==> src/rtl/m_trap_ctrl_pkg.sv <==
// Shared types for the machine-mode trap controller: cause codes, CSR map,
// MSTATUS/MIE/MIP bit positions and the trap FSM encoding.
package m_trap_ctrl_pkg;

  localparam int XLEN    = 32;
  localparam int ECODE_W = 5;

  typedef enum logic [ECODE_W-1:0] {
    INST_MISALIGNED    = 5'd0,
    INST_ACCESS_FAULT  = 5'd1,
    ILLEGAL_INST       = 5'd2,
    BREAKPOINT         = 5'd3,
    LOAD_MISALIGNED    = 5'd4,
    LOAD_ACCESS_FAULT  = 5'd5,
    STORE_MISALIGNED   = 5'd6,
    STORE_ACCESS_FAULT = 5'd7,
    ECALL_U            = 5'd8,
    ECALL_S            = 5'd9,
    ECALL_M            = 5'd11
  } exception_code_t;

  typedef enum logic [ECODE_W-1:0] {
    IRQ_M_SOFT  = 5'd3,
    IRQ_M_TIMER = 5'd7,
    IRQ_M_EXT   = 5'd11
  } interrupt_code_t;

  typedef enum logic [11:0] {
    CSR_MSTATUS = 12'h300,
    CSR_MIE     = 12'h304,
    CSR_MTVEC   = 12'h305,
    CSR_MEPC    = 12'h341,
    CSR_MCAUSE  = 12'h342,
    CSR_MTVAL   = 12'h343,
    CSR_MIP     = 12'h344
  } csr_t;

  localparam int MSTATUS_MIE    = 3;
  localparam int MSTATUS_MPIE   = 7;
  localparam int MSTATUS_MPP_LO = 11;
  localparam int MSTATUS_MPP_HI = 12;

  localparam int MIX_MSI = 3;
  localparam int MIX_MTI = 7;
  localparam int MIX_MEI = 11;
  localparam logic [XLEN-1:0] MIX_MASK = 32'h0000_0888;

  typedef enum logic [1:0] {IDLE, DRAIN, REDIRECT} trap_state_t;
  typedef enum logic [1:0] {DIRECT = 2'b00, VECTORED = 2'b01} mtvec_mode_t;

  // Reserved modes (2, 3) and disabled vectoring both collapse to DIRECT.
  function automatic logic [XLEN-1:0] legal_mtvec(input logic [XLEN-1:0] wdata,
                                                  input logic            vec_en);
    if (wdata[1:0] == VECTORED && vec_en)
      return wdata;
    return {wdata[XLEN-1:2], 2'b00};
  endfunction

endpackage

==> src/rtl/m_trap_ctrl_if.sv <==
// Commit-stage / fetch / CSR-unit signals seen by the trap controller.
interface m_trap_ctrl_if;
  import m_trap_ctrl_pkg::*;

  logic            exc_valid;
  exception_code_t exc_code;
  logic [XLEN-1:0] exc_pc;
  logic [XLEN-1:0] exc_tval;
  logic [XLEN-1:0] next_pc;
  logic            mret_valid;
  logic            meip;
  logic            mtip;
  logic            msip;
  logic            pipeline_empty;
  logic            flush;
  logic            redirect_valid;
  logic [XLEN-1:0] redirect_pc;
  logic            redirect_ready;
  logic            busy;
  logic            csr_we;
  logic [11:0]     csr_addr;
  logic [XLEN-1:0] csr_wdata;
  logic [XLEN-1:0] csr_rdata;
  logic            csr_hit;

  modport master (
    output exc_valid, exc_code, exc_pc, exc_tval, next_pc, mret_valid,
           meip, mtip, msip, pipeline_empty, redirect_ready,
           csr_we, csr_addr, csr_wdata,
    input  flush, redirect_valid, redirect_pc, busy, csr_rdata, csr_hit
  );

  modport slave (
    input  exc_valid, exc_code, exc_pc, exc_tval, next_pc, mret_valid,
           meip, mtip, msip, pipeline_empty, redirect_ready,
           csr_we, csr_addr, csr_wdata,
    output flush, redirect_valid, redirect_pc, busy, csr_rdata, csr_hit
  );

endinterface

==> src/rtl/m_trap_ctrl_irq_prio.sv <==
// Fixed-priority machine interrupt encoder: MEI > MSI > MTI.
module m_irq_prio
  import m_trap_ctrl_pkg::*;
(
  input  logic [XLEN-1:0] pend_i,
  output logic            pending_o,
  output interrupt_code_t code_o
);

  always_comb begin
    pending_o = |pend_i;
    code_o    = IRQ_M_TIMER;
    if (pend_i[MIX_MEI])
      code_o = IRQ_M_EXT;
    else if (pend_i[MIX_MSI])
      code_o = IRQ_M_SOFT;
  end

endmodule

==> src/rtl/m_trap_ctrl.sv <==
// Machine-mode trap controller: exception/interrupt/MRET arbitration, trap
// CSRs, and the flush -> drain -> redirect handshake with the pipeline.
//
//   state    | meaning
//   ---------+-----------------------------------------------------------
//   IDLE     | accepting exceptions, interrupts and MRET
//   DRAIN    | flush issued, waiting for pipeline_empty; trap CSRs commit
//   REDIRECT | redirect_valid held with a stable target until accepted
module m_trap_ctrl
  import m_trap_ctrl_pkg::*;
#(
  parameter logic [XLEN-1:0] MTVEC_RESET = 32'h0000_0000,
  parameter bit              VECTORED_EN = 1'b1
) (
  input  logic          clk,
  input  logic          rst_n,
  m_trap_ctrl_if.slave  bus
);

  trap_state_t     state_q;
  logic            flush_q, redirect_valid_q, busy_q;
  logic [XLEN-1:0] redirect_pc_q;

  logic            mstatus_mie_q, mstatus_mpie_q;
  logic [XLEN-1:0] mie_q, mtvec_q, mepc_q, mcause_q, mtval_q;

  logic [XLEN-1:0] cause_q, epc_q, tval_q;
  logic            mret_q;

  logic [XLEN-1:0] mip_d, mstatus_rd_d, irq_pend_d, trap_base_d, target_d;
  logic [XLEN-1:0] csr_rdata_d;
  logic            csr_hit_d;
  logic            irq_valid_d;
  interrupt_code_t irq_code_d;

  always_comb begin
    mip_d          = '0;
    mip_d[MIX_MEI] = bus.meip;
    mip_d[MIX_MTI] = bus.mtip;
    mip_d[MIX_MSI] = bus.msip;
  end

  always_comb begin
    mstatus_rd_d                                = '0;
    mstatus_rd_d[MSTATUS_MPP_HI:MSTATUS_MPP_LO] = 2'b11;
    mstatus_rd_d[MSTATUS_MPIE]                  = mstatus_mpie_q;
    mstatus_rd_d[MSTATUS_MIE]                   = mstatus_mie_q;
  end

  assign irq_pend_d = mip_d & mie_q & {XLEN{mstatus_mie_q}};

  m_irq_prio u_irq_prio (
    .pend_i    (irq_pend_d),
    .pending_o (irq_valid_d),
    .code_o    (irq_code_d)
  );

  assign trap_base_d = {mtvec_q[XLEN-1:2], 2'b00};

  always_comb begin
    target_d = trap_base_d;
    if (mret_q)
      target_d = epc_q;
    else if (cause_q[XLEN-1] && mtvec_q[1:0] == VECTORED)
      target_d = trap_base_d + {25'b0, cause_q[ECODE_W-1:0], 2'b00};
  end

  always_comb begin
    csr_hit_d   = 1'b1;
    csr_rdata_d = '0;
    case (bus.csr_addr)
      CSR_MSTATUS: csr_rdata_d = mstatus_rd_d;
      CSR_MIE:     csr_rdata_d = mie_q;
      CSR_MTVEC:   csr_rdata_d = mtvec_q;
      CSR_MEPC:    csr_rdata_d = mepc_q;
      CSR_MCAUSE:  csr_rdata_d = mcause_q;
      CSR_MTVAL:   csr_rdata_d = mtval_q;
      CSR_MIP:     csr_rdata_d = mip_d;
      default:     csr_hit_d   = 1'b0;
    endcase
  end

  assign bus.csr_rdata      = csr_rdata_d;
  assign bus.csr_hit        = csr_hit_d;
  assign bus.flush          = flush_q;
  assign bus.redirect_valid = redirect_valid_q;
  assign bus.redirect_pc    = redirect_pc_q;
  assign bus.busy           = busy_q;

  // CSR writes come first so that trap/MRET updates below take precedence.
  always_ff @(posedge clk or negedge rst_n) begin
    if (!rst_n) begin
      state_q          <= IDLE;
      flush_q          <= 1'b0;
      redirect_valid_q <= 1'b0;
      redirect_pc_q    <= '0;
      busy_q           <= 1'b0;
      mstatus_mie_q    <= 1'b0;
      mstatus_mpie_q   <= 1'b0;
      mie_q            <= '0;
      mtvec_q          <= MTVEC_RESET;
      mepc_q           <= '0;
      mcause_q         <= '0;
      mtval_q          <= '0;
      cause_q          <= '0;
      epc_q            <= '0;
      tval_q           <= '0;
      mret_q           <= 1'b0;
    end else begin
      if (bus.csr_we) begin
        case (bus.csr_addr)
          CSR_MSTATUS: begin
            mstatus_mie_q  <= bus.csr_wdata[MSTATUS_MIE];
            mstatus_mpie_q <= bus.csr_wdata[MSTATUS_MPIE];
          end
          CSR_MIE:    mie_q    <= bus.csr_wdata & MIX_MASK;
          CSR_MTVEC:  mtvec_q  <= legal_mtvec(bus.csr_wdata, VECTORED_EN);
          CSR_MEPC:   mepc_q   <= {bus.csr_wdata[XLEN-1:2], 2'b00};
          CSR_MCAUSE: mcause_q <= bus.csr_wdata;
          CSR_MTVAL:  mtval_q  <= bus.csr_wdata;
          default: ;
        endcase
      end

      case (state_q)
        IDLE: begin
          if (bus.exc_valid) begin
            cause_q <= {1'b0, 26'b0, bus.exc_code};
            epc_q   <= bus.exc_pc;
            tval_q  <= bus.exc_tval;
            mret_q  <= 1'b0;
            flush_q <= 1'b1;
            busy_q  <= 1'b1;
            state_q <= DRAIN;
          end else if (irq_valid_d) begin
            cause_q <= {1'b1, 26'b0, irq_code_d};
            epc_q   <= bus.next_pc;
            tval_q  <= '0;
            mret_q  <= 1'b0;
            flush_q <= 1'b1;
            busy_q  <= 1'b1;
            state_q <= DRAIN;
          end else if (bus.mret_valid) begin
            mstatus_mie_q  <= mstatus_mpie_q;
            mstatus_mpie_q <= 1'b1;
            epc_q          <= mepc_q;
            mret_q         <= 1'b1;
            flush_q        <= 1'b1;
            busy_q         <= 1'b1;
            state_q        <= DRAIN;
          end
        end

        DRAIN: begin
          flush_q <= 1'b0;
          // pipeline_empty is not trusted in the flush cycle itself; the kill
          // has not reached the pipeline yet.
          if (bus.pipeline_empty && !flush_q) begin
            if (!mret_q) begin
              mepc_q         <= {epc_q[XLEN-1:2], 2'b00};
              mcause_q       <= cause_q;
              mtval_q        <= tval_q;
              mstatus_mpie_q <= mstatus_mie_q;
              mstatus_mie_q  <= 1'b0;
            end
            redirect_valid_q <= 1'b1;
            redirect_pc_q    <= target_d;
            state_q          <= REDIRECT;
          end
        end

        REDIRECT: begin
          if (bus.redirect_ready) begin
            redirect_valid_q <= 1'b0;
            busy_q           <= 1'b0;
            state_q          <= IDLE;
          end
        end

        default: begin
          flush_q          <= 1'b0;
          redirect_valid_q <= 1'b0;
          busy_q           <= 1'b0;
          state_q          <= IDLE;
        end
      endcase
    end
  end

endmodule

==> src/flat_wrapper.sv <==
// flat-port wrapper written by rule: the top's interface ports become plain ports
module m_trap_ctrl_flat import m_trap_ctrl_pkg::*;
#(
  parameter logic [XLEN-1:0] MTVEC_RESET = 32'h0000_0000,
  parameter bit              VECTORED_EN = 1'b1
)
  (clk, rst_n, bus_exc_valid, bus_exc_code, bus_exc_pc, bus_exc_tval, bus_next_pc, bus_mret_valid, bus_meip, bus_mtip, bus_msip, bus_pipeline_empty, bus_redirect_ready, bus_csr_we, bus_csr_addr, bus_csr_wdata, bus_flush, bus_redirect_valid, bus_redirect_pc, bus_busy, bus_csr_rdata, bus_csr_hit);
  m_trap_ctrl_if bus_i ();
  input  logic clk;
  input  logic rst_n;
  input wire logic [$bits(bus_i.exc_valid)-1:0] bus_exc_valid;
  input wire logic [$bits(bus_i.exc_code)-1:0] bus_exc_code;
  input wire logic [$bits(bus_i.exc_pc)-1:0] bus_exc_pc;
  input wire logic [$bits(bus_i.exc_tval)-1:0] bus_exc_tval;
  input wire logic [$bits(bus_i.next_pc)-1:0] bus_next_pc;
  input wire logic [$bits(bus_i.mret_valid)-1:0] bus_mret_valid;
  input wire logic [$bits(bus_i.meip)-1:0] bus_meip;
  input wire logic [$bits(bus_i.mtip)-1:0] bus_mtip;
  input wire logic [$bits(bus_i.msip)-1:0] bus_msip;
  input wire logic [$bits(bus_i.pipeline_empty)-1:0] bus_pipeline_empty;
  input wire logic [$bits(bus_i.redirect_ready)-1:0] bus_redirect_ready;
  input wire logic [$bits(bus_i.csr_we)-1:0] bus_csr_we;
  input wire logic [$bits(bus_i.csr_addr)-1:0] bus_csr_addr;
  input wire logic [$bits(bus_i.csr_wdata)-1:0] bus_csr_wdata;
  output wire logic [$bits(bus_i.flush)-1:0] bus_flush;
  output wire logic [$bits(bus_i.redirect_valid)-1:0] bus_redirect_valid;
  output wire logic [$bits(bus_i.redirect_pc)-1:0] bus_redirect_pc;
  output wire logic [$bits(bus_i.busy)-1:0] bus_busy;
  output wire logic [$bits(bus_i.csr_rdata)-1:0] bus_csr_rdata;
  output wire logic [$bits(bus_i.csr_hit)-1:0] bus_csr_hit;
  assign bus_i.exc_valid = bus_exc_valid;
  assign bus_i.exc_code = bus_exc_code;
  assign bus_i.exc_pc = bus_exc_pc;
  assign bus_i.exc_tval = bus_exc_tval;
  assign bus_i.next_pc = bus_next_pc;
  assign bus_i.mret_valid = bus_mret_valid;
  assign bus_i.meip = bus_meip;
  assign bus_i.mtip = bus_mtip;
  assign bus_i.msip = bus_msip;
  assign bus_i.pipeline_empty = bus_pipeline_empty;
  assign bus_i.redirect_ready = bus_redirect_ready;
  assign bus_i.csr_we = bus_csr_we;
  assign bus_i.csr_addr = bus_csr_addr;
  assign bus_i.csr_wdata = bus_csr_wdata;
  assign bus_flush = bus_i.flush;
  assign bus_redirect_valid = bus_i.redirect_valid;
  assign bus_redirect_pc = bus_i.redirect_pc;
  assign bus_busy = bus_i.busy;
  assign bus_csr_rdata = bus_i.csr_rdata;
  assign bus_csr_hit = bus_i.csr_hit;
  m_trap_ctrl #(.MTVEC_RESET(MTVEC_RESET), .VECTORED_EN(VECTORED_EN)) u_core (.clk(clk), .rst_n(rst_n), .bus(bus_i));
endmodule
==> config.mk <==
export PLATFORM = sky130hd
export DESIGN_NAME = m_trap_ctrl_flat
export DESIGN_NICKNAME = d
export VERILOG_FILES = /design/src/rtl/m_trap_ctrl_pkg.sv /design/src/rtl/m_trap_ctrl_if.sv /design/src/rtl/m_trap_ctrl_irq_prio.sv /design/src/rtl/m_trap_ctrl.sv /design/src/flat_wrapper.sv
export SDC_FILE = /design/constraint.sdc
export NUM_CORES = 1
export LEC_CHECK = 0
export CAP_MARGIN = 20
export CORE_MARGIN = 3
export CORE_UTILIZATION = 53
export DETAILED_ROUTE_END_ITERATION = 7
export GPL_TIMING_DRIVEN = 0
export PLACE_DENSITY = 0.8
export SLEW_MARGIN = 20
export SYNTH_ARGS = -nofsm -noshare
export SYNTH_HDL_FRONTEND = slang
export SYNTH_HIERARCHICAL = 1
export SYNTH_SLANG_ARGS = --single-unit
==> constraint.sdc <==
create_clock -name clk -period 4.1 [get_ports clk]
set_clock_uncertainty 0.2 [all_clocks]
set_input_delay 0.41 -clock clk [delete_from_list [all_inputs] [get_ports clk]]
set_output_delay 0.41 -clock clk [all_outputs]
set_load 0.02 [all_outputs]
==> key figures <==
Outcome
  – Outcome: completed

Layout
  – Layout overhead on the synthesized area: 29.4%
  – Antenna Cells: 0
  – Commonest non-fill, non-tap cells in the layout: dfrtp_1, clkdlybuf4s50_1, nand2_1
  – Layout cells sized above 1: 6.74%
  – Most common cell after layout, fill and taps aside: dfrtp_1
  – Final nets: 1745
  – Layout Utilization: between 70% and 80%
  – # fillers: around 1800

Die
  – DIE WIDTH: 160 um
  – Site Rows: 55
  – Die area: approximately 26000 um^2
  – Initial Utilization: a little over half
  – Overall die height: ~160 um
  – Core Area: around 23000 um^2
  – Boundary pin count: between 200 and 250

STA
  – Rel. slew slack: a little under two fifths
  – Endpoints failing hold: 0
  – Max Slew Vio Count: 0
  – Setup TNS: 0 ps
  – Unrepaired setup endpoints after global routing: no
  – Final Setup Violations: 0
  – Share of the clock period used by the worst path: approximately 99%
  – Worst-margin pin slew: 924 ps
  – Final worst slack: approximately 49 ps
  – Tmin final: 4050 ps
  – Achievable frequency: around 250 MHz

Global routing
  – Global-route wire length before repair: 65.3 mm
  – Vias in the first global route: 11400
  – GRT overflow: 0
  – Tot GR Track Use: approximately a third
  – Largest net degree at the start of global routing: 96
  – Initial antenna violation count: 1

Clock network
  – Clock root cell: clkbuf_16
  – Clock latency on the worst-skew pair: 530 ps
  – Clk slew on worst S/H paths: about 60 ps
  – CTS tree: yes
  – CTS Sinks: 241
  – Clock Tree Buf Depth: 3
  – H-tree Lvls: 1
  – CTS Buf Count: 26
  – Post CTS Setup Buffer Count: 0

Placed design
  – Setup WS pre-CTS: -372 ps
  – I/O Buffers: 220
  – HPWL after DPL: ~32 mm
  – GP Congestion: about 1

Synth
  – Yosys warnings: 6
  – Number of flops mapped to enable cells by yosys: 0
  – Synth cell types: 66
  – Synth top area share: between 40% and 50%
  – Post-synthesis cell count: around 1300
  – Syn avg cell area: 9.64 um^2
  – Syn Std Cell Area: between 10000 and 15000 um^2
  – Area contributors post-synth: dfrtp_1, mux2i_1, nand2_1, o21ai_0, a21oi_1
  – Yosys reg bits: between 200 and 250
  – Seq/Total Area, Yosys: between 40% and 50%
  – Yosys top cell by area: dfrtp_1
  – Ys async rst share: 100%
  – Primary FF master, synth: dfrtp_1

Routing
  – Routed WL: around 42 mm
  – Post-route ant nets: 0
  – Routed wire per std cell: between 20 and 25 um
  – Vias: 11600
  – DRC: 0
  – DRT Pass-1 Iters: 8
  – Vias per std cell: between 6 and 7
  – DRT iter0 DRCs: ~1400

Setup path
  – Critical Path Sink Type: output pin
  – Crit path arrival time: ~3400 ps
  – Startpoint Class: input port
  – Worst-path fanout max: 10
  – CP required: around 3500 ps
  – Worst Setup Path Type: input port to output pin

Min path
  – Hold Path Class: input port to async pin

Power and ir drop
  – VDD IR-drop max: around 0.00038 V
  – Pwr Density: slightly above 500 nW/um^2
  – Leakage: 7.49 nW

Flow run
  – Max-cap viol count: 0
==> layer usage <==
layer	up-vias	GRT usage (%)	part of all wire, %
li1	5188	-	-
met2	711	52.4	46
met1	5608	45.5	40
met3	96	5.37	11
met5	-	0	0.017
met4	2	7.85	2.6
==> logic make-up after synthesis <==
| group | Yosys count | share of synthesized area (%) |
|---|---|---|
| AO/OA/AOI/OAI | 343 | 16.6 |
| XOR/XNOR | 18 | 1.25 |
| adder cells (fa/ha/maj) | 6 | 0.657 |
| buffers and inverters | 117 | 3.99 |
| flip-flops | 241 | 48.0 |
| multiplexers | 173 | 14.1 |
| other | 3 | 0.0896 |
| AND/OR/NAND/NOR | 403 | 15.3 |
==> power breakdown <==
part / total, W / internal [W] / switching, W / leakage, nW
Clock: 0.00240 / 0.00144 / 0.000957 / 0.444
Sequential: 0.00371 / 0.00307 / 0.000640 / 3.18
Combinational: 0.00230 / 0.000909 / 0.00139 / 3.87
==> synthesized netlist by cell type, drive strengths merged (4+ instances only) <==
| library cell | count |
|---|---|
| clkbuf | 82 |
| xnor2 | 17 |
| a22o | 33 |
| nor4 | 16 |
| and2 | 11 |
| a211oi | 7 |
| o21ai | 142 |
| or4 | 4 |
| mux2i | 138 |
| nand4 | 9 |
| nand2 | 207 |
| buf | 29 |
| dfrtp | 241 |
| nand3 | 50 |
| nor3 | 4 |
| and3 | 10 |
| a22oi | 29 |
| o22ai | 8 |
| inv | 6 |
| nor2b | 8 |
| nand2b | 5 |
| a21o | 5 |
| mux2 | 35 |
| nor2 | 61 |
| o211ai | 10 |
| a2111oi | 6 |
| a21oi | 90 |
| ha | 5 |
==> worst max-delay path: stages <==
cell	delay (ps)
clkdlybuf4s50_1	500
clkbuf_1	400
clkbuf_1	490
buf_2	450
mux2i_1	140
o21ai_0	370
clkdlybuf4s50_1	690
==> path summary, 6_finish.rpt <==
kind,start,to,slack (ps),depth (start not counted)
hold reg to reg,u_core/bus.redirect_pc[0]$_DFFE_PN0P_,u_core/bus.redirect_pc[0]$_DFFE_PN0P_,270,2
hold / removal,rst_n,u_core/epc_q[28]$_DFFE_PN0P_,270,2
min in group clk,u_core/bus.redirect_pc[0]$_DFFE_PN0P_,u_core/bus.redirect_pc[0]$_DFFE_PN0P_,270,2
setup reg to reg,u_core/mstatus_mie_q$_DFF_PN0_,u_core/bus.flush$_DFFE_PN0P_,180,10
setup / recovery,bus_csr_addr[0],bus_csr_rdata[15],50,7
max in group asynchronous,rst_n,u_core/tval_q[7]$_DFFE_PN0P_,2200,4
==> final cells by class <==
| cell class | instances | area, um^2 | share of cell area [%] |
|---|---|---|---|
| Tap cell | 313 | 392 | 2.41 |
| Clock inverter | 6 | 58.8 | 0.362 |
| Inverter | 6 | 22.5 | 0.139 |
| Multi-Input combinational cell | 975 | 6170 | 37.9 |
| Sequential cell | 241 | 6030 | 37.1 |
| Timing Repair Buffer | 223 | 2270 | 14.0 |
| Clock buffer | 41 | 828 | 5.09 |
| Buffer | 111 | 488 | 3.00 |
==> stage by stage <==
stage	total power (W)	instances	area (um^2)	hold WS, ps
after floorplan	0.00482	1333	12700	-85.6
after global placement	0.00581	1866	15300	251
after detailed placement	0.00594	1868	15300	262
after CTS	0.00833	1916	16200	264
after global routing	0.00877	1916	16300	270
final	0.00841	1916	16300	268
==> repair_timing <==
| item | 4_1_cts | 5_1_grt |
|---|---|---|
| endpoints found under the setup margin | 32 | 26 |
| pin swaps | 0 | 0 |
| hold endpoints to repair | 94 | 0 |
| gates resized for setup | 6 | 6 |
| hold buffers | 1 | 0 |
==> state kept, by name, summed over array words and instances, names as in the netlist <==
register and count:
u_core/bus.redirect_valid 1, u_core/mie_q 3, u_core/mtvec_q 32, u_core/tval_q 32, u_core/bus.busy 1, u_core/bus.redirect_pc 32
u_core/cause_q 6, u_core/mstatus_mie_q 1, u_core/mstatus_mpie_q 1, u_core/mret_q 1, u_core/state_q 2, u_core/mcause_q 32
u_core/bus.flush 1, u_core/epc_q 32, u_core/mepc_q 32, u_core/mtval_q 32
No activity file was read; power rests on OpenSTA's default activity.
